<file path="src/rtl/spike_shift_scheduler_if.sv">
`default_nettype none
// +----------------------------------------------------------------------------+
// | spike_shift_scheduler_if                                                   |
// | Requester, shared-shifter and response bundle for spike_shift_scheduler.   |
// | Revision: 1.0                                                              |
// +----------------------------------------------------------------------------+
interface spike_shift_scheduler_if #(
  parameter int LEN           = 8,
  parameter int MAX_SHIFT_MAG = 2,
  parameter int NUM_REQ       = 4
);
  localparam int SW  = 2 * MAX_SHIFT_MAG + 1;
  localparam int IDW = (NUM_REQ > 2) ? $clog2(NUM_REQ) : 1;

  logic [NUM_REQ-1:0]     req_valid;
  logic [NUM_REQ-1:0]     req_ready;
  logic [NUM_REQ*LEN-1:0] req_spikes;
  logic [NUM_REQ*SW-1:0]  req_shift;
  logic [LEN-1:0]         sh_ip;
  logic [SW-1:0]          sh_shift;
  logic [LEN-1:0]         sh_op;
  logic                   rsp_valid;
  logic                   rsp_ready;
  logic [LEN-1:0]         rsp_data;
  logic [IDW-1:0]         rsp_id;
  logic                   rsp_err;

  modport master (
    output req_valid, req_spikes, req_shift, sh_op, rsp_ready,
    input  req_ready, sh_ip, sh_shift, rsp_valid, rsp_data, rsp_id, rsp_err
  );

  modport slave (
    input  req_valid, req_spikes, req_shift, sh_op, rsp_ready,
    output req_ready, sh_ip, sh_shift, rsp_valid, rsp_data, rsp_id, rsp_err
  );
endinterface
`default_nettype wire

</file>
<file path="src/rtl/spike_shift_scheduler.sv">
`default_nettype none
// +----------------------------------------------------------------------------+
// | spike_shift_scheduler                                                      |
// | Round-robin time-sharing of one combinational spike shifter.               |
// | Revision: 1.0                                                              |
// +----------------------------------------------------------------------------+
module spike_shift_scheduler #(
  parameter int LEN           = 8,
  parameter int MAX_SHIFT_MAG = 2,
  parameter int NUM_REQ       = 4
) (
  input  wire logic                    clk,
  input  wire logic                    rst_n,
  spike_shift_scheduler_if.slave       bus,
  output logic                         busy
);
  localparam int SW  = 2 * MAX_SHIFT_MAG + 1;
  localparam int IDW = (NUM_REQ > 2) ? $clog2(NUM_REQ) : 1;

  typedef enum logic [1:0] {
    S_IDLE  = 2'd0,
    S_ISSUE = 2'd1,
    S_RESP  = 2'd2
  } state_t;

  state_t         r_state;
  state_t         w_state_nxt;
  logic [IDW-1:0] r_ptr;
  logic [IDW-1:0] r_id;
  logic           r_err;
  logic [LEN-1:0] r_sh_ip;
  logic [SW-1:0]  r_sh_shift;
  logic [LEN-1:0] r_rsp_data;
  logic [IDW-1:0] r_rsp_id;
  logic           r_rsp_err;

  logic           w_found;
  logic [IDW-1:0] w_grant;
  logic [IDW:0]   w_sum;
  logic [IDW-1:0] w_idx;
  logic           w_accept;
  logic [LEN-1:0] w_sel_spikes;
  logic [SW-1:0]  w_sel_shift;
  logic           w_sel_err;

  // Scan from the pointer downward in offset so the smallest offset wins.
  always_comb begin
    w_found = 1'b0;
    w_grant = r_ptr;
    w_sum   = '0;
    w_idx   = '0;
    for (int i = NUM_REQ - 1; i >= 0; i--) begin
      w_sum = {1'b0, r_ptr} + (IDW + 1)'(i);
      if (w_sum >= (IDW + 1)'(NUM_REQ)) begin
        w_sum = w_sum - (IDW + 1)'(NUM_REQ);
      end
      w_idx = w_sum[IDW-1:0];
      if (bus.req_valid[w_idx]) begin
        w_found = 1'b1;
        w_grant = w_idx;
      end
    end
  end

  always_comb begin
    w_sel_spikes = '0;
    w_sel_shift  = '0;
    for (int k = 0; k < NUM_REQ; k++) begin
      if (w_grant == IDW'(k)) begin
        w_sel_spikes = bus.req_spikes[k*LEN +: LEN];
        w_sel_shift  = bus.req_shift[k*SW +: SW];
      end
    end
    w_sel_err = ($countones(w_sel_shift) != 1);
  end

  always_ff @(posedge clk or negedge rst_n) begin
    if (!rst_n) begin
      r_state <= S_IDLE;
    end else begin
      r_state <= w_state_nxt;
    end
  end

  // req_ready is gated by rst_n so no grant is offered while reset is held.
  always_comb begin
    w_state_nxt   = r_state;
    w_accept      = 1'b0;
    bus.req_ready = '0;
    case (r_state)
      S_IDLE: begin
        if (w_found && rst_n) begin
          w_accept               = 1'b1;
          bus.req_ready[w_grant] = 1'b1;
          w_state_nxt            = S_ISSUE;
        end
      end
      S_ISSUE: w_state_nxt = S_RESP;
      S_RESP: begin
        if (bus.rsp_ready) begin
          w_state_nxt = S_IDLE;
        end
      end
      default: w_state_nxt = S_IDLE;
    endcase
  end

  always_ff @(posedge clk or negedge rst_n) begin
    if (!rst_n) begin
      r_ptr      <= '0;
      r_id       <= '0;
      r_err      <= 1'b0;
      r_sh_ip    <= '0;
      r_sh_shift <= '0;
      r_rsp_data <= '0;
      r_rsp_id   <= '0;
      r_rsp_err  <= 1'b0;
    end else begin
      case (r_state)
        S_IDLE: begin
          if (w_accept) begin
            r_sh_ip    <= w_sel_spikes;
            r_sh_shift <= w_sel_err ? '0 : w_sel_shift;
            r_id       <= w_grant;
            r_err      <= w_sel_err;
            r_ptr      <= (w_grant == IDW'(NUM_REQ - 1)) ? '0 : w_grant + 1'b1;
          end
        end
        S_ISSUE: begin
          r_rsp_data <= r_err ? '0 : bus.sh_op;
          r_rsp_err  <= r_err;
          r_rsp_id   <= r_id;
        end
        S_RESP: begin
          if (bus.rsp_ready) begin
            r_sh_ip    <= '0;
            r_sh_shift <= '0;
          end
        end
        default: ;
      endcase
    end
  end

  assign bus.sh_ip     = r_sh_ip;
  assign bus.sh_shift  = r_sh_shift;
  assign bus.rsp_valid = (r_state == S_RESP);
  assign bus.rsp_data  = r_rsp_data;
  assign bus.rsp_id    = r_rsp_id;
  assign bus.rsp_err   = r_rsp_err;
  assign busy          = (r_state != S_IDLE);
endmodule
`default_nettype wire

</file>
<file path="src/flat_wrapper.sv">
// flat-port wrapper written by rule: the top's interface ports become plain ports
module spike_shift_scheduler_flat 
#(
  parameter int LEN           = 8,
  parameter int MAX_SHIFT_MAG = 2,
  parameter int NUM_REQ       = 4
)
  (clk, rst_n, busy, bus_req_valid, bus_req_spikes, bus_req_shift, bus_sh_op, bus_rsp_ready, bus_req_ready, bus_sh_ip, bus_sh_shift, bus_rsp_valid, bus_rsp_data, bus_rsp_id, bus_rsp_err);
  spike_shift_scheduler_if #(.LEN(LEN), .MAX_SHIFT_MAG(MAX_SHIFT_MAG), .NUM_REQ(NUM_REQ)) bus_i ();
  input  wire logic clk;
  input  wire logic rst_n;
  output logic busy;
  input wire logic [$bits(bus_i.req_valid)-1:0] bus_req_valid;
  input wire logic [$bits(bus_i.req_spikes)-1:0] bus_req_spikes;
  input wire logic [$bits(bus_i.req_shift)-1:0] bus_req_shift;
  input wire logic [$bits(bus_i.sh_op)-1:0] bus_sh_op;
  input wire logic [$bits(bus_i.rsp_ready)-1:0] bus_rsp_ready;
  output wire logic [$bits(bus_i.req_ready)-1:0] bus_req_ready;
  output wire logic [$bits(bus_i.sh_ip)-1:0] bus_sh_ip;
  output wire logic [$bits(bus_i.sh_shift)-1:0] bus_sh_shift;
  output wire logic [$bits(bus_i.rsp_valid)-1:0] bus_rsp_valid;
  output wire logic [$bits(bus_i.rsp_data)-1:0] bus_rsp_data;
  output wire logic [$bits(bus_i.rsp_id)-1:0] bus_rsp_id;
  output wire logic [$bits(bus_i.rsp_err)-1:0] bus_rsp_err;
  assign bus_i.req_valid = bus_req_valid;
  assign bus_i.req_spikes = bus_req_spikes;
  assign bus_i.req_shift = bus_req_shift;
  assign bus_i.sh_op = bus_sh_op;
  assign bus_i.rsp_ready = bus_rsp_ready;
  assign bus_req_ready = bus_i.req_ready;
  assign bus_sh_ip = bus_i.sh_ip;
  assign bus_sh_shift = bus_i.sh_shift;
  assign bus_rsp_valid = bus_i.rsp_valid;
  assign bus_rsp_data = bus_i.rsp_data;
  assign bus_rsp_id = bus_i.rsp_id;
  assign bus_rsp_err = bus_i.rsp_err;
  spike_shift_scheduler #(.LEN(LEN), .MAX_SHIFT_MAG(MAX_SHIFT_MAG), .NUM_REQ(NUM_REQ)) u_core (.clk(clk), .rst_n(rst_n), .bus(bus_i), .busy(busy));
endmodule
</file>
<file path="config.mk">
export PLATFORM = sky130hd
export DESIGN_NAME = spike_shift_scheduler_flat
export DESIGN_NICKNAME = d
export VERILOG_FILES = /design/src/rtl/spike_shift_scheduler_if.sv /design/src/rtl/spike_shift_scheduler.sv /design/src/flat_wrapper.sv
export SDC_FILE = /design/constraint.sdc
export NUM_CORES = 1
export LEC_CHECK = 0
export CORE_MARGIN = 2
export CORE_UTILIZATION = 35
export DETAILED_ROUTE_END_ITERATION = 6
export GPL_TIMING_DRIVEN = 0
export PLACE_DENSITY = 0.73
export SLEW_MARGIN = 10
export SYNTH_ARGS = -nofsm -noshare
export SYNTH_HDL_FRONTEND = slang
export SYNTH_SLANG_ARGS = --single-unit
</file>
<file path="constraint.sdc">
create_clock -name clk -period 9.6 [get_ports clk]
set_clock_uncertainty 0.1 [all_clocks]
set_input_delay 1.92 -clock clk [delete_from_list [all_inputs] [get_ports clk]]
set_output_delay 1.92 -clock clk [all_outputs]
set_load 0.1 [all_outputs]
</file>
==> impl_results.md, run 1 <==
* Die W at 76.6 um
* Worst R2R Path Depth at 16
* Fin. max-slew vios at 0
* CTS Buf Count at 5
* Tmin final at 7.72 ns
* Multi-input gate area at 965 um^2
* Dpl hpwl at 4190 um
* Slowest CP cell: clkdlybuf4s50_1
* Core area at 5110 um^2
* Max Cap Violations at 0
* Commonest non-fill, non-tap cell in the layout: clkdlybuf4s50_1
* Final setup fails at 0
* Slew headroom at 0.333
* F_max at between 0.1 and 0.15 GHz
* Setup crit end kind: output pin
* Worst-case clock buffer depth at 2
* Final instance area at 2990 um^2
* Max IR drop VDD at roughly 190 uV
* Syn avg cell area at approximately 9.4 um^2
* M2 GR Usage at 0.288
* Met3 Use GR at 0.0652
* Root Buffer: clkbuf_8
* First-pass GRT wire length at 8670 um
* Critical path startpoint: bus_req_valid[2]
* Largest net degree at the start of global routing at 34
* Port bufs at 96
* R2r startpoint: u_core.r_ptr[1]
* Post-Synthesis Net Count at 271
* Share of post-route cells with drive strength above 1 at 0.0633
* RSZ-0062 raised after global routing: false
* CTS Sinks at 31
* Highest-count cells in the layout ignoring fill and taps: clkdlybuf4s50_1, dfrtp_1, nand2_1, inv_1, o21ai_0
* GP Congestion at 0.800
* Yosys reg bits at 31
* Final Hold Vio Count at 0
* Initial antenna violation count at 0
* H-tree Lvls at 2
* Setup TNS at 0 ns
* # fillers at between 400 and 500
* Clock transition at path regs at ~0.06 ns
* Kind of start point of the critical path: primary input
* Tightest Pin Transition at 0.997 ns
* Warnings, synthesis at 0
* Layout net count at 374
* Cells along the critical path: clkdlybuf4s50_1 > nor2b_1 > o21ai_0 > and3_1 > ha_1 > clkbuf_1 > clkbuf_1 > and3_1 > clkdlybuf4s50_1
* Via count at around 1.9k
* Vias per cell at around 5
* Post_cts resized at 0
* Sequential fraction of the synthesis area at 0.421
* Clock latency on the worst-skew pair at 0.28 ns
* CP Data Arrival Time at about 5.7 ns
* Post-route DRC at 0
* Row count at 26
* Die Area at roughly 5900 um^2
* GR Layer Usage met1 at 0.236
* Post-Syn Instances at about 200
* Slowest stage delay, CP at 1.14 ns
* Post-CTS Setup Bufs at 0
* GRT Total Usage at 0.185
* Routed WL at 5310 um
* Seq. cell area at 776 um^2
* P_leak at 1.21 nW
* Diode count at 0
* Dpl cell area at 2890 um^2
* Power Density at 377 nW/um^2
* Wire per inst at approximately 14 um
* Hold_sp: u_core.bus.rsp_data[7]
* CP Class: primary input to output pin
* Num ports at 97
* Die H at 76.6 um
* Synthesized area at ~1800 um^2
* Crit Path Max Fanout at 10
* Layout area overhead at 62.0%
* Initial drt markers at 63
* Critical Path RT at between 7 and 8 ns
* Antenna-violating nets left at 0
* Synth unique cells at 41
* Status: finished clean
* Hold Path Depth at 2
* Min-Delay Path Class: flop to flop
* Initial core utilization at 0.361
* Top Usage Layer GRT: met2
* Gr ovfl total at 0
* Hold_buf cts at 0
* CTS tree: done
* Number of global-route vias before repair at 1877
* Drt pass-1 iters at 4
* Final worst path period share at 0.804
[stage by stage]
stage / worst slack, ns / total power, mW / hold WS (ns) / cells / util
4_1_cts: 1.89 / 1.13 / 0.384 / 370 / 0.585
6_report: 1.88 / 1.13 / 0.379 / 370 / 0.585
3_3_place_gp: 1.91 / 1.00 / 0.361 / 362 / 0.566
5_1_grt: 1.68 / 1.19 / 0.407 / 370 / 0.585
2_1_floorplan: 3.14 / 0.811 / 0.362 / 196 / -
3_5_place_dp: 1.89 / 1.02 / 0.370 / 362 / 0.565
[worst max-delay path, delay by kind of cell]
family	cells	cell delay (ns)
AOI/OAI and AO/OA	1	0.34
adders and majority gates	1	0.27
buffers and inverters	4	2.46
and+or+nand+nor	3	0.69
[synth_stat cells (all sizes together)]
cell type   n  area share
dfrtp      31        0.42
nand2      20       0.041
inv        17       0.035
o21ai      13       0.035
nand2b     11       0.037
o22ai       9       0.031
o32ai       9       0.043
clkbuf      8       0.016
nor2        8       0.016
ha          6       0.041
nor2b       6       0.020
a221oi      5       0.024
a32o        5       0.027
and3b       5       0.024
a211oi      4       0.016
and3        4       0.014
mux2        4       0.024
o211ai      4       0.016
o22a        3       0.014
or2         3       0.010
or4         3       0.014
buf         2      0.0047
fa          2       0.022
a21boi      1      0.0041
a21oi       1      0.0027
a31oi       1      0.0034
a32oi       1      0.0048
and2        1      0.0034
nand3       1      0.0027
nand3b      1      0.0041
nor3        1      0.0027
nor3b       1      0.0041
nor4        1      0.0034
o21a        1      0.0041
o21bai      1      0.0041
o31ai       1      0.0041
or3b        1      0.0061
[layout make-up]
class,count,area share
multi-input combinational,138,0.323
timing repair buffer,96,0.320
sequential,31,0.260
clock buffer,8,0.0335
tap,70,0.0293
inverter,17,0.0214
buffer,10,0.0130
[flip-flops by register name, summed over array words and instances (netlist names)]
register / cells
u_core.bus.rsp_data: 8
u_core.bus.sh_ip: 8
u_core.bus.rsp_id: 2
u_core.r_id: 2
u_core.bus.sh_shift: 5
u_core.r_state: 2
u_core.r_ptr: 2
u_core.bus.rsp_err: 1
u_core.r_err: 1
[power by group]
group	total [mW]	switching [mW]	internal, mW	leakage, nW
clock network	0.112	0.0472	0.0653	0.0515
registers	0.211	0.0291	0.182	0.393
logic	0.802	0.556	0.246	0.764
total	1.13	0.632	0.493	1.21
[logic make-up after synthesis]
logic type,synth area share
buffers and inverters,0.0557
AND/OR/NAND/NOR,0.203
adder cells (fa/ha/maj),0.0625
multiplexers,0.0244
AO/OA/AOI/OAI,0.234
flip-flops,0.421
[worst paths after layout]
check,to,slack (ns)
max,bus_req_ready[1],1.88
min,u_core.bus.rsp_data[7],0.38
max reg2reg,u_core.bus.sh_shift[1],5.00
min reg2reg,u_core.bus.rsp_data[7],0.38
max in group asynchronous,u_core.r_id[0],7.36
min in group asynchronous,u_core.bus.sh_ip[1],1.59
[metal layers]
| metal | wire [um] | up-vias |
|---|---|---|
| met3 | 440 | 10 |
| met5 | 0 | - |
| met4 | 101 | 0 |
| met1 | 2310 | 868 |
| li1 | - | 927 |
| met2 | 2460 | 81 |
Note: power is estimated with default switching activity, not from simulation.
==> run 2: changes to the inputs <==
- PLACE_DENSITY: 0.73 -> 0.75
- clock period: 9.6 -> 6.4 ns (I/O delays scaled with it)
==> impl_results.md, run 2 (synthesis gave the netlist of run 1 again) <==
* Antenna-violating nets left at 0 (unchanged)
* CP Class: primary input to output pin
* Die Area at 5860 um^2 (unchanged)
* FF-to-FF setup slack at 1.74 ns (-3.26 ns)
* Clock transition at path regs at 0.06 ns (about the same)
* Largest net degree at the start of global routing at 34 (unchanged)
* Root Buffer: clkbuf_8
* Critical path startpoint: bus_req_valid[2]
* Number of global-route vias before repair at 1967 (+4.8%)
* Row count at 26 (unchanged)
* Core area at 5110 um^2 (unchanged)
* Share of post-route cells with drive strength above 1 at 0.0667 (+0.00333)
* Crit Path Max Fanout at 10 (unchanged)
* Die H at 76.6 um (unchanged)
* Critical Path RT at 5.02 ns (-2.56 ns)
* Tightest Pin Transition at 1.00 ns (+0.00256 ns)
* Commonest non-fill, non-tap cell in the layout: clkdlybuf4s50_1
* Layout area overhead at 62.9%
* Final worst slack at 0.191 ns (-1.69 ns)
* F_max at 0.161 GHz
* Post-CTS Setup Bufs at 0 (unchanged)
* Highest-count cells in the layout ignoring fill and taps: clkdlybuf4s50_1, dfrtp_1, nand2_1, inv_1, o21ai_0
* Fin. max-slew vios at 0 (unchanged)
* Multi-input gate area at 965 um^2 (unchanged)
* Min-Delay Path Class: flop to flop
* Vias per cell at 5.16 (+1.2%)
* Wire per inst at 14.4 um (+0.17%)
* Post-route DRC at 0 (unchanged)
* Slew headroom at 0.331 (-0.00171)
* Seq. cell area at 776 um^2 (unchanged)
* CTS tree: done
* Final Core Density at 0.588 (+0.00318)
* Final Hold Vio Count at 0 (unchanged)
* P_leak at 1.22 nW (+1.2%)
* Dpl hpwl at 4140 um (-1.2%)
* # fillers at 455 (-6.6%)
* Drt pass-1 iters at 4 (unchanged)
* GRT Total Usage at 0.187 (+0.00172)
* Tmin final at around 6.2 ns
* Kind of start point of the critical path: primary input
* CTS Sinks at 31 (unchanged)
* Power Density at 571 nW/um^2 (+51%)
* Design Power at 1.71 mW (+52%)
* RSZ-0062 raised after global routing: false
* Dpl cell area at 2890 um^2 (unchanged)
* Gr ovfl total at 0 (unchanged)
* CTS Buf Count at 5 (unchanged)
* Crit path to: bus_req_ready[1]
* Via count at 1908 (+1.2%)
* Die W at 76.6 um (unchanged)
* H-tree Lvls at 2 (unchanged)
* Initial core utilization at 0.361 (unchanged)
* Max IR drop VDD at 328 uV (+76%)
* Status: finished clean
* Layout net count at 374 (unchanged)
* Worst R2R Path Depth at 16 (unchanged)
* Max Cap Violations at 0 (unchanged)
* Final instance area at 3000 um^2 (+0.54%)
* Setup crit end kind: output pin
* Initial antenna violation count at 0 (unchanged)
* Worst-case clock buffer depth at 2 (unchanged)
* Final worst path period share at 0.970
* Initial drt markers at 82 (+30%)
* First-pass GRT wire length at 8930 um (+3.0%)
* R2r startpoint: u_core.r_ptr[0]
* Final setup fails at 0 (unchanged)
* Diode count at 0 (unchanged)
* CP Data Arrival Time at 4.83 ns (-0.87 ns)
* GP Congestion at 0.778 (-2.7%)
* Routed WL at 5320 um (+0.17%)
* Port bufs at 96 (unchanged)
* Clock latency on the worst-skew pair at 0.28 ns (about the same)
* Pre-CTS setup slack at -0.0546 ns (-1.95 ns)
* Num ports at 97 (unchanged)
* R2r endpoint: u_core.bus.sh_shift[0]
[run 2: cell count changes in the layout (fill, tap and decap cells not counted), sizes merged]
cell / delta
clkinv: +1
bufinv: +1
clkdlybuf4s50: -1
dlygate4sd2: +1
clkbuf: -2
[run 2: layer usage]
metal  routed length [um]  share of wire  vias up  GRT usage
li1                     -              -      927          -
met1                 2420           0.45      895      0.240
met2                 2490           0.47       84      0.309
met3                  399          0.075        2     0.0581
met4                   14         0.0026        0     0.0418
met5                    0              0        -          0
[run 2: worst min path at each step]
stage                                start                     end  depth (start not counted)
finish              u_core.bus.rsp_data[3]  u_core.bus.rsp_data[3]                          2
global route           u_core.bus.sh_ip[2]     u_core.bus.sh_ip[2]                          1
CTS                 u_core.bus.rsp_data[3]  u_core.bus.rsp_data[3]                          2
detailed placement  u_core.bus.rsp_data[3]  u_core.bus.rsp_data[3]                          2
global placement    u_core.bus.rsp_data[1]  u_core.bus.rsp_data[1]                          2
floorplan                   u_core.r_id[0]          u_core.r_id[0]                          1
[run 2: final cells by class]
| cell class | instances | share of cell area |
|---|---|---|
| sequential | 31 | 0.258 |
| tap | 70 | 0.0292 |
| clock buffer | 6 | 0.0275 |
| clock inverter | 2 | 0.0117 |
| timing repair buffer | 96 | 0.318 |
| multi-input combinational | 138 | 0.321 |
| buffer | 10 | 0.0129 |
| inverter | 17 | 0.0212 |
[run 2: metrics by stage]
step / instances / hold WS [ns] / TNS, ns
after floorplan: 196 / 0.362 / 0
after global routing: 370 / 0.409 / 0
after global placement: 362 / 0.361 / 0
after detailed placement: 362 / 0.371 / -0.0546
after CTS: 370 / 0.385 / 0
final: 370 / 0.380 / 0
[run 2: critical path: stages]
cell and delay (ns):
clkdlybuf4s50_1 0.50, nor2b_1 0.19, o21ai_0 0.35, and3_1 0.27, ha_1 0.28, clkbuf_1 0.42, clkbuf_1 0.44, and3_1 0.22
dlygate4sd2_1 0.87
[run 2: power breakdown]
group	total, mW	switching, mW	internal (mW)
Combinational	1.20	0.831	0.366
Clock	0.201	0.0753	0.126
Sequential	0.315	0.0423	0.273
Total	1.71	0.949	0.765
[run 2: repair_timing]
item / in CTS / in global routing
resized for setup: 1 / 0
hold buffers: 0 / 0
setup endpoints to repair: 1 / 0
==> run 3: changes to the inputs <==
- CTS_CLUSTER_DIAMETER: unset -> 120
- PLACE_DENSITY: 0.75 -> unset
- PLACE_DENSITY_LB_ADDON: unset -> 0.05
- SLEW_MARGIN: 10 -> 20
==> impl_results.md, run 3 (synthesis gave the netlist of run 1 again) <==
* Setup TNS at 0 ns (unchanged)
* Design Power at 1.66 mW (-3.0%)
* Dpl hpwl at 4150 um (+0.39%)
* Commonest non-fill, non-tap cell in the layout: clkdlybuf4s50_1
* CTS tree: done
* Post_cts resized at 0 (-1)
* Fin. max-slew vios at 0 (unchanged)
* Core area at 5110 um^2 (unchanged)
* Status: finished clean
* Min-Delay Path Class: flop to flop
* Largest net degree at the start of global routing at 32 (-5.9%)
* Hold Path Depth at 2 (unchanged)
* Setup crit end kind: output pin
* Hold_buf cts at 0 (unchanged)
* Num ports at 97 (unchanged)
* Final Hold Vio Count at 0 (unchanged)
* Final hold slack at 0.376 ns (-0.00394 ns)
* Via count at 1854 (-2.8%)
* Vias per cell at 5.00 (-3.1%)
* First-pass GRT wire length at 9110 um (+2.0%)
* GP Congestion at 0.762 (-2.0%)
* Layout area overhead at 62.3%
* CTS Buf Count at 5 (unchanged)
* Row count at 26 (unchanged)
* Initial antenna violation count at 0 (unchanged)
* F_max at 0.165 GHz (+2.6%)
* Post-CTS Setup Bufs at 0 (unchanged)
* Power Density at 556 nW/um^2 (-2.6%)
* Kind of start point of the critical path: primary input
* Max IR drop VDD at 251 uV (-24%)
* Max Cap Violations at 0 (unchanged)
* GRT Total Usage at 0.192 (+0.00566)
* Critical Path RT at 5.02 ns (about the same)
* Number of global-route vias before repair at 1976 (+0.46%)
* Wire per inst at 14.2 um (-1.5%)
* Tmin final at 6.05 ns (-0.158 ns)
* Die W at 76.6 um (unchanged)
* Critical path startpoint: bus_req_valid[3]
* Worst-case clock buffer depth at 2 (unchanged)
* Initial drt markers at 74 (-9.8%)
* Clock transition at path regs at 0.06 ns (about the same)
* Tightest Pin Transition at 1.01 ns (+0.00598 ns)
* Clock latency on the worst-skew pair at 0.28 ns (about the same)
* Gr ovfl total at 0 (unchanged)
* Root Buffer: clkbuf_8
* CP Class: primary input to output pin
* Worst R2R Path Depth at 16 (unchanged)
* Port bufs at 96 (unchanged)
* CP Data Arrival Time at 4.67 ns (-0.16 ns)
* Crit Path Max Fanout at 10 (unchanged)
* Post-route DRC at 0 (unchanged)
* Layout net count at 375 (+0.27%)
* Final instance area at 2990 um^2 (-0.42%)
* # fillers at 477 (+4.8%)
* Highest-count cells in the layout ignoring fill and taps: clkdlybuf4s50_1, dfrtp_1, nand2_1, inv_1, o21ai_0
* Dpl cell area at 2910 um^2 (+0.69%)
* Die Area at 5860 um^2 (unchanged)
* R2r startpoint: u_core.r_ptr[1]
* CTS Sinks at 31 (unchanged)
* P_leak at 1.23 nW (+0.29%)
* H-tree Lvls at 2 (unchanged)
* Die H at 76.6 um (unchanged)
* Final setup fails at 0 (unchanged)
* Slew headroom at 0.327 (-0.00400)
* Antenna-violating nets left at 0 (unchanged)
* Initial core utilization at 0.361 (unchanged)
* Hold_sp: u_core.bus.rsp_data[7]
* Diode count at 0 (unchanged)
* Drt pass-1 iters at 4 (unchanged)
* Share of post-route cells with drive strength above 1 at 0.0631 (-0.00354)
* RSZ-0062 raised after global routing: false
* Routed WL at 5250 um (-1.3%)
* Final worst path period share at 0.945 (-0.0246)
run 3: cell count changes in the layout (fill, tap and decap cells not counted):
cell            delta
clkbuf_1           +2
buf_12             +1
bufinv_16          -1
clkbuf_8           -1
dlygate4sd2_1      -1
dlymetal6s2s_1     +1
run 3: routing by layer:
metal | GRT usage | vias up | part of all wire
li1 | - | 931 | -
met1 | 0.231 | 840 | 0.43
met2 | 0.335 | 73 | 0.48
met3 | 0.0474 | 10 | 0.066
met4 | 0.0655 | 0 | 0.019
met5 | 0 | - | 0
run 3: final timing paths:
path                                               end  slack (ns)
worst max-delay path                  bus_req_ready[3]        0.35
worst min-delay path            u_core.bus.rsp_data[7]        0.38
worst max register to register  u_core.bus.sh_shift[2]        1.76
worst min register to register  u_core.bus.rsp_data[7]        0.38
max in group asynchronous       u_core.bus.sh_shift[2]        5.15
min in group asynchronous       u_core.bus.rsp_data[7]        0.69
run 3: power breakdown:
group / internal (mW) / total, mW / leakage (nW) / switching, mW
logic: 0.368 / 1.20 / 0.791 / 0.830
clock network: 0.0762 / 0.148 / 0.0422 / 0.0722
registers: 0.273 / 0.316 / 0.393 / 0.0431
run 3: area by class of cell:
type | instances | area, um^2 | share of cell area
Timing Repair Buffer | 97 | 978 | 0.327
Multi-Input combinational cell | 138 | 965 | 0.323
Sequential cell | 31 | 776 | 0.259
Tap cell | 70 | 87.6 | 0.0293
Clock buffer | 7 | 76.3 | 0.0255
Inverter | 17 | 63.8 | 0.0213
Buffer | 10 | 38.8 | 0.0130
Clock inverter | 1 | 5.00 | 0.00167
run 3: worst max-delay path: stages:
cell and delay (ns):
clkdlybuf4s50_1 0.60, and3b_1 0.20, or4_1 0.52, nand2_1 0.12, ha_1 0.25, inv_1 0.13
clkbuf_1 0.25, nor2_1 0.16, clkdlybuf4s50_1 1.15
run 3: metrics by stage:
step,worst slack (ns),instances,util
CTS,0.0624,371,0.585
global placement,-0.0856,362,0.566
floorplan,1.22,196,-
finish,0.349,371,0.585
detailed placement,0.0696,363,0.569
global route,0.136,371,0.585
==> RTL change 1 (flow settings as in run 1) <==
Reset style: synchronous (`rst_n`), changed in 2 clocked blocks.
--- a/src/rtl/spike_shift_scheduler.sv
+++ b/src/rtl/spike_shift_scheduler.sv
@@ -74,7 +74,7 @@
     w_sel_err = ($countones(w_sel_shift) != 1);
   end
 
-  always_ff @(posedge clk or negedge rst_n) begin
+  always_ff @(posedge clk) begin
     if (!rst_n) begin
       r_state <= S_IDLE;
     end else begin
@@ -105,7 +105,7 @@
     endcase
   end
 
-  always_ff @(posedge clk or negedge rst_n) begin
+  always_ff @(posedge clk) begin
     if (!rst_n) begin
       r_ptr      <= '0;
       r_id       <= '0;
Function: differs if rst_n is asserted again (counterexample within 4 cycles, from zero or initial values and one cycle with rst_n low); with rst_n held inactive, the same outputs for 10 cycles.
==> RTL change 1 against run 1 <==
  * Routed wire length fell by 3.7%
  * Synthesized area decreased by 6.9%
  * First-iteration DRC count grew 59%
  * Via count fell by 5.0%
  * Total power shrank 33%
  * Count of clock-buffer cells in the layout unchanged
  * Global-route usage increased by 1.1 points
  * Die area decreased by 6.5%
  * Setup slack improved by 0.54 ns
  * Sequential cell count unchanged
  * Combinational power shrank 42%
  * Final area decreased by 4.5%
==> RTL change 1: results (changes against run 1) <==
\begin{tabular}{lr}
\hline
Metric & Value \\
\hline
\multicolumn{2}{l}{\textbf{Setup path}} \\
\quad R2r setup slk & 5.32 ns (was 5.00 ns) \\
\quad Crit path from & bus\_req\_valid[0] (was bus\_req\_valid[2]) \\
\quad Crit Reg-Reg Startpoint & u\_core.r\_ptr[1]\$\_SDFFE\_PN0P\_ (was u\_core.r\_ptr[1]\$\_DFFE\_PN0P\_) \\
\quad Arrival time reported for the critical path endpoint & 5.16 ns (was 5.70 ns) \\
\quad FF-to-FF path depth & 15 (was 16) \\
\quad Reg-to-Reg End & u\_core.bus.sh\_shift[4]\$\_SDFFE\_PN0P\_ (was u\_core.bus.sh\_shift[1]\$\_DFFE\_PN0P\_) \\
\multicolumn{2}{l}{\textbf{Pwr}} \\
\quad Proportion of power drawn by flip-flops and latches & 23.1\% (was 18.8\%) \\
\quad Power consumed by combinational cells & 464 uW (was 802 uW) \\
\quad Static leakage & 1.09 nW (was 1.21 nW) \\
\quad Reported net switching power & 379 uW (was 632 uW) \\
\multicolumn{2}{l}{\textbf{STA}} \\
\quad Remaining max-slew budget at the tightest pin & 33.8\% (was 33.3\%) \\
\quad Period utilisation layout & 74.8\% (was 80.4\%) \\
\quad Fin Hold WS & 0.371 ns (was 0.379 ns) \\
\multicolumn{2}{l}{\textbf{Global route}} \\
\quad Total routing usage reported by global routing & 19.6\% (was 18.5\%) \\
\quad Via count of the first global-routing pass & 1767 (was 1877) \\
\multicolumn{2}{l}{\textbf{Synthesis}} \\
\quad Seq/Total Area, Yosys & 36.2\% (was 42.1\%) \\
\quad Post-synthesis area per instance & 8.85 um2 (was 9.40 um2) \\
\quad Share of flip-flops with an asynchronous set or reset after synthesis & 0\% (was 100\%) \\
\quad Post-synth cell types & 37 (was 41) \\
\multicolumn{2}{l}{\textbf{Place}} \\
\quad Placed Instances & 356 (was 362) \\
\quad Buffers added on ports & 95 (was 96) \\
\quad Pre-CTS worst setup slack & 2.41 ns (was 1.89 ns) \\
\quad DPL Wire Length & 3910 um (was 4190 um) \\
\multicolumn{2}{l}{\textbf{Layout}} \\
\quad Fraction of layout cells with a size suffix above 1 & 6.73\% (was 6.33\%) \\
\multicolumn{2}{l}{\textbf{Outcome}} \\
\quad Run status & complete, no violations (unchanged) \\
\multicolumn{2}{l}{\textbf{Min path}} \\
\quad Startpoint of the most critical hold path & u\_core.bus.sh\_shift[4]\$\_SDFFE\_PN0P\_ (was u\_core.bus.rsp\_data[7]\$\_DFFE\_PN0N\_) \\
\multicolumn{2}{l}{\textbf{Detailed routing}} \\
\quad Average wire per standard cell & 14.0 um (was 14.4 um) \\
\quad Iteration-0 DRC count of the detailed router & 100 (was 63) \\
\hline
\end{tabular}
[RTL change 1: cell count changes in the layout (fill, tap and decap cells not counted), sizes merged, moves of 11 or more]
cell   change
nand2     -13
a22o      +12
a21oi     +16
dfxtp     +31
dfrtp     -31
nor2b     +11
[RTL change 1: layout make-up]
class	count	area (um2)
fill	456	1870
clock buffer	8	100
buffer	14	82.6
tap	67	83.8
inverter	10	37.5
sequential	31	621
timing repair buffer	95	951
multi-input combinational	139	976
[RTL change 1: metal layers]
layer	GRT usage, %	wire length [um]	vias up
met5	0	0	-
met1	23.3	2270	820
met3	5.56	345	4
met4	6.67	39	0
met2	33.8	2460	59
li1	-	-	909
[RTL change 1: cell families after synthesis]
logic type | share of synthesized area (%)
AOI/OAI and AO/OA | 27.3
and+or+nand+nor | 21.1
DFF | 36.2
buffers and inverters | 7.00
adders and majority gates | 6.71
muxes | 1.75
==> RTL change 2 (flow settings as in run 1) <==
Without the edit above. `MAX_SHIFT_MAG` is set to 2 in 3 places; all go to 1.
--- a/src/rtl/spike_shift_scheduler_if.sv
+++ b/src/rtl/spike_shift_scheduler_if.sv
@@ -6,7 +6,7 @@
 // +----------------------------------------------------------------------------+
 interface spike_shift_scheduler_if #(
   parameter int LEN           = 8,
-  parameter int MAX_SHIFT_MAG = 2,
+  parameter int MAX_SHIFT_MAG = 1,
   parameter int NUM_REQ       = 4
 );
   localparam int SW  = 2 * MAX_SHIFT_MAG + 1;
--- a/src/rtl/spike_shift_scheduler.sv
+++ b/src/rtl/spike_shift_scheduler.sv
@@ -6,7 +6,7 @@
 // +----------------------------------------------------------------------------+
 module spike_shift_scheduler #(
   parameter int LEN           = 8,
-  parameter int MAX_SHIFT_MAG = 2,
+  parameter int MAX_SHIFT_MAG = 1,
   parameter int NUM_REQ       = 4
 ) (
   input  wire logic                    clk,
--- a/src/flat_wrapper.sv
+++ b/src/flat_wrapper.sv
@@ -2,7 +2,7 @@
 module spike_shift_scheduler_flat 
 #(
   parameter int LEN           = 8,
-  parameter int MAX_SHIFT_MAG = 2,
+  parameter int MAX_SHIFT_MAG = 1,
   parameter int NUM_REQ       = 4
 )
   (clk, rst_n, busy, bus_req_valid, bus_req_spikes, bus_req_shift, bus_sh_op, bus_rsp_ready, bus_req_ready, bus_sh_ip, bus_sh_shift, bus_rsp_valid, bus_rsp_data, bus_rsp_id, bus_rsp_err);
Ports: changed (resized bus_req_shift and bus_sh_shift); port bits go from 97 to 87. The function was not compared with the original's and may differ.
==> RTL change 2 against run 1 <==
  * Final area shrank 6.1%
  * Worst hold slack lost 0.0031 ns
  * Sequential cell count shrank 2
  * Via count shrank 10%
  * Critical path depth shrank 1
  * Routed wire length shrank 6.1%
  * Sequential share of layout area shrank 0.10 points
  * Synthesized area shrank 5.3%
  * Global-route usage grew 0.095 points
  * Setup slack gained 0.49 ns
  * Critical endpoint unchanged
  * Highest routed layer unchanged
Power is left out: the tool's default activity adds up to more than one toggle a clock period on the data nets, which glitch-free logic cannot reach.
==> RTL change 2: results (changes against run 1) <==
\begin{tabular}{lr}
\hline
Metric & Value \\
\hline
\multicolumn{2}{l}{\textbf{Setup path}} \\
\quad FF-to-FF path depth & 14 (was 16) \\
\quad Crit path from & bus\_req\_valid[3] (was bus\_req\_valid[2]) \\
\quad Arrival time reported for the critical path endpoint & 5.21 ns (was 5.70 ns) \\
\quad R2r setup slk & 5.74 ns (was 5.00 ns) \\
\multicolumn{2}{l}{\textbf{Detailed routing}} \\
\quad Iteration-0 DRC count of the detailed router & 103 (was 63) \\
\quad Detailed route wirelength on metal2 & 2410 um (was 2460 um) \\
\multicolumn{2}{l}{\textbf{Synthesis}} \\
\quad Fraction of the mapped netlist area in compound gates & 22.7\% (was 23.4\%) \\
\quad Synth top cells by count & sky130\_fd\_sc\_hd\_\_dfrtp\_1 (29), sky130\_fd\_sc\_hd\_\_inv\_1 (13), sky130\_fd\_sc\_hd\_\_o21ai\_0 (12) (was sky130\_fd\_sc\_hd\_\_dfrtp\_1 (31), sky130\_fd\_sc\_hd\_\_nand2\_1 (20), sky130\_fd\_sc\_hd\_\_inv\_1 (16)) \\
\quad Seq/Total Area, Yosys & 41.6\% (was 42.1\%) \\
\quad Adder-cell share of the synthesized area & 6.16\% (was 6.25\%) \\
\quad Largest cells by area after synthesis & sky130\_fd\_sc\_hd\_\_dfrtp\_1 (42\%), sky130\_fd\_sc\_hd\_\_a221oi\_1 (5.0\%), sky130\_fd\_sc\_hd\_\_ha\_1 (5.0\%), sky130\_fd\_sc\_hd\_\_o32ai\_1 (4.5\%), sky130\_fd\_sc\_hd\_\_nand2b\_1 (3.9\%) (was sky130\_fd\_sc\_hd\_\_dfrtp\_1 (42\%), sky130\_fd\_sc\_hd\_\_o32ai\_1 (4.3\%), sky130\_fd\_sc\_hd\_\_ha\_1 (4.1\%), sky130\_fd\_sc\_hd\_\_nand2\_1 (4.1\%), sky130\_fd\_sc\_hd\_\_nand2b\_1 (3.7\%)) \\
\multicolumn{2}{l}{\textbf{Global route}} \\
\quad Global-route wire length before repair & 7780 um (was 8670 um) \\
\multicolumn{2}{l}{\textbf{Place}} \\
\quad DPL Wire Length & 3690 um (was 4190 um) \\
\quad Buffers added on ports & 86 (was 96) \\
\quad Routability congestion estimate from global placement & 0.811 (was 0.800) \\
\multicolumn{2}{l}{\textbf{Layout}} \\
\quad Multi-input logic area & 868 um2 (was 965 um2) \\
\quad Final net count & 333 (was 374) \\
\quad Fraction of layout cells with a size suffix above 1 & 14.2\% (was 6.33\%) \\
\multicolumn{2}{l}{\textbf{Outcome}} \\
\quad Run status & complete, no violations (unchanged) \\
\multicolumn{2}{l}{\textbf{Min path}} \\
\quad Startpoint of the most critical hold path & u\_core.bus.rsp\_data[6]\$\_DFFE\_PN0N\_ (was u\_core.bus.rsp\_data[7]\$\_DFFE\_PN0N\_) \\
\hline
\end{tabular}
-- RTL change 2: cell count changes in the layout (fill, tap and decap cells not counted), moves of 4 or more --
cell,run 1,this run
sky130_fd_sc_hd__nand2_1,20,10
sky130_fd_sc_hd__and3b_1,5,1
sky130_fd_sc_hd__a221oi_1,5,10
sky130_fd_sc_hd__o211ai_1,4,0
sky130_fd_sc_hd__clkdlybuf4s50_1,95,85
sky130_fd_sc_hd__a32o_1,5,1
sky130_fd_sc_hd__clkbuf_1,9,2
-- RTL change 2: critical path, delay by kind of cell --
family / cells / cell delay [ns]
buffers and inverters: 3 / 2.00
AND/OR/NAND/NOR: 3 / 0.71
AO/OA/AOI/OAI: 1 / 0.33
adder cells (fa/ha/maj): 1 / 0.25
-- RTL change 2: stage by stage --
step	instances	hold WS (ns)	worst slack, ns
floorplan	173	0.362	3.23
global placement	326	0.361	2.00
detailed placement	326	0.369	2.37
CTS	334	0.384	2.35
global route	334	0.418	2.16
finish	334	0.375	2.37
-- RTL change 2: kinds of logic after synthesis --
kind of cell | count (synthesis)
and+or+nand+nor | 54
AOI/OAI and AO/OA | 53
DFF | 29
muxes | 4
adders and majority gates | 8
buffers and inverters | 25
-- RTL change 2: layer usage --
metal / vias up / GRT usage [%]
met4: 0 / 6.75
met2: 52 / 29.2
met5: - / 0
li1: 823 / -
met1: 808 / 25.0
met3: 6 / 4.69
-- RTL change 2: area by class of cell --
cell class                 instances  area share [%]
buffer                            11            3.52
clock inverter                     2            1.34
clock buffer                       6            2.94
sequential                        29            25.9
timing repair buffer              86            30.5
multi-input combinational        119            31.0
inverter                          14            1.87
tap                               67            2.99
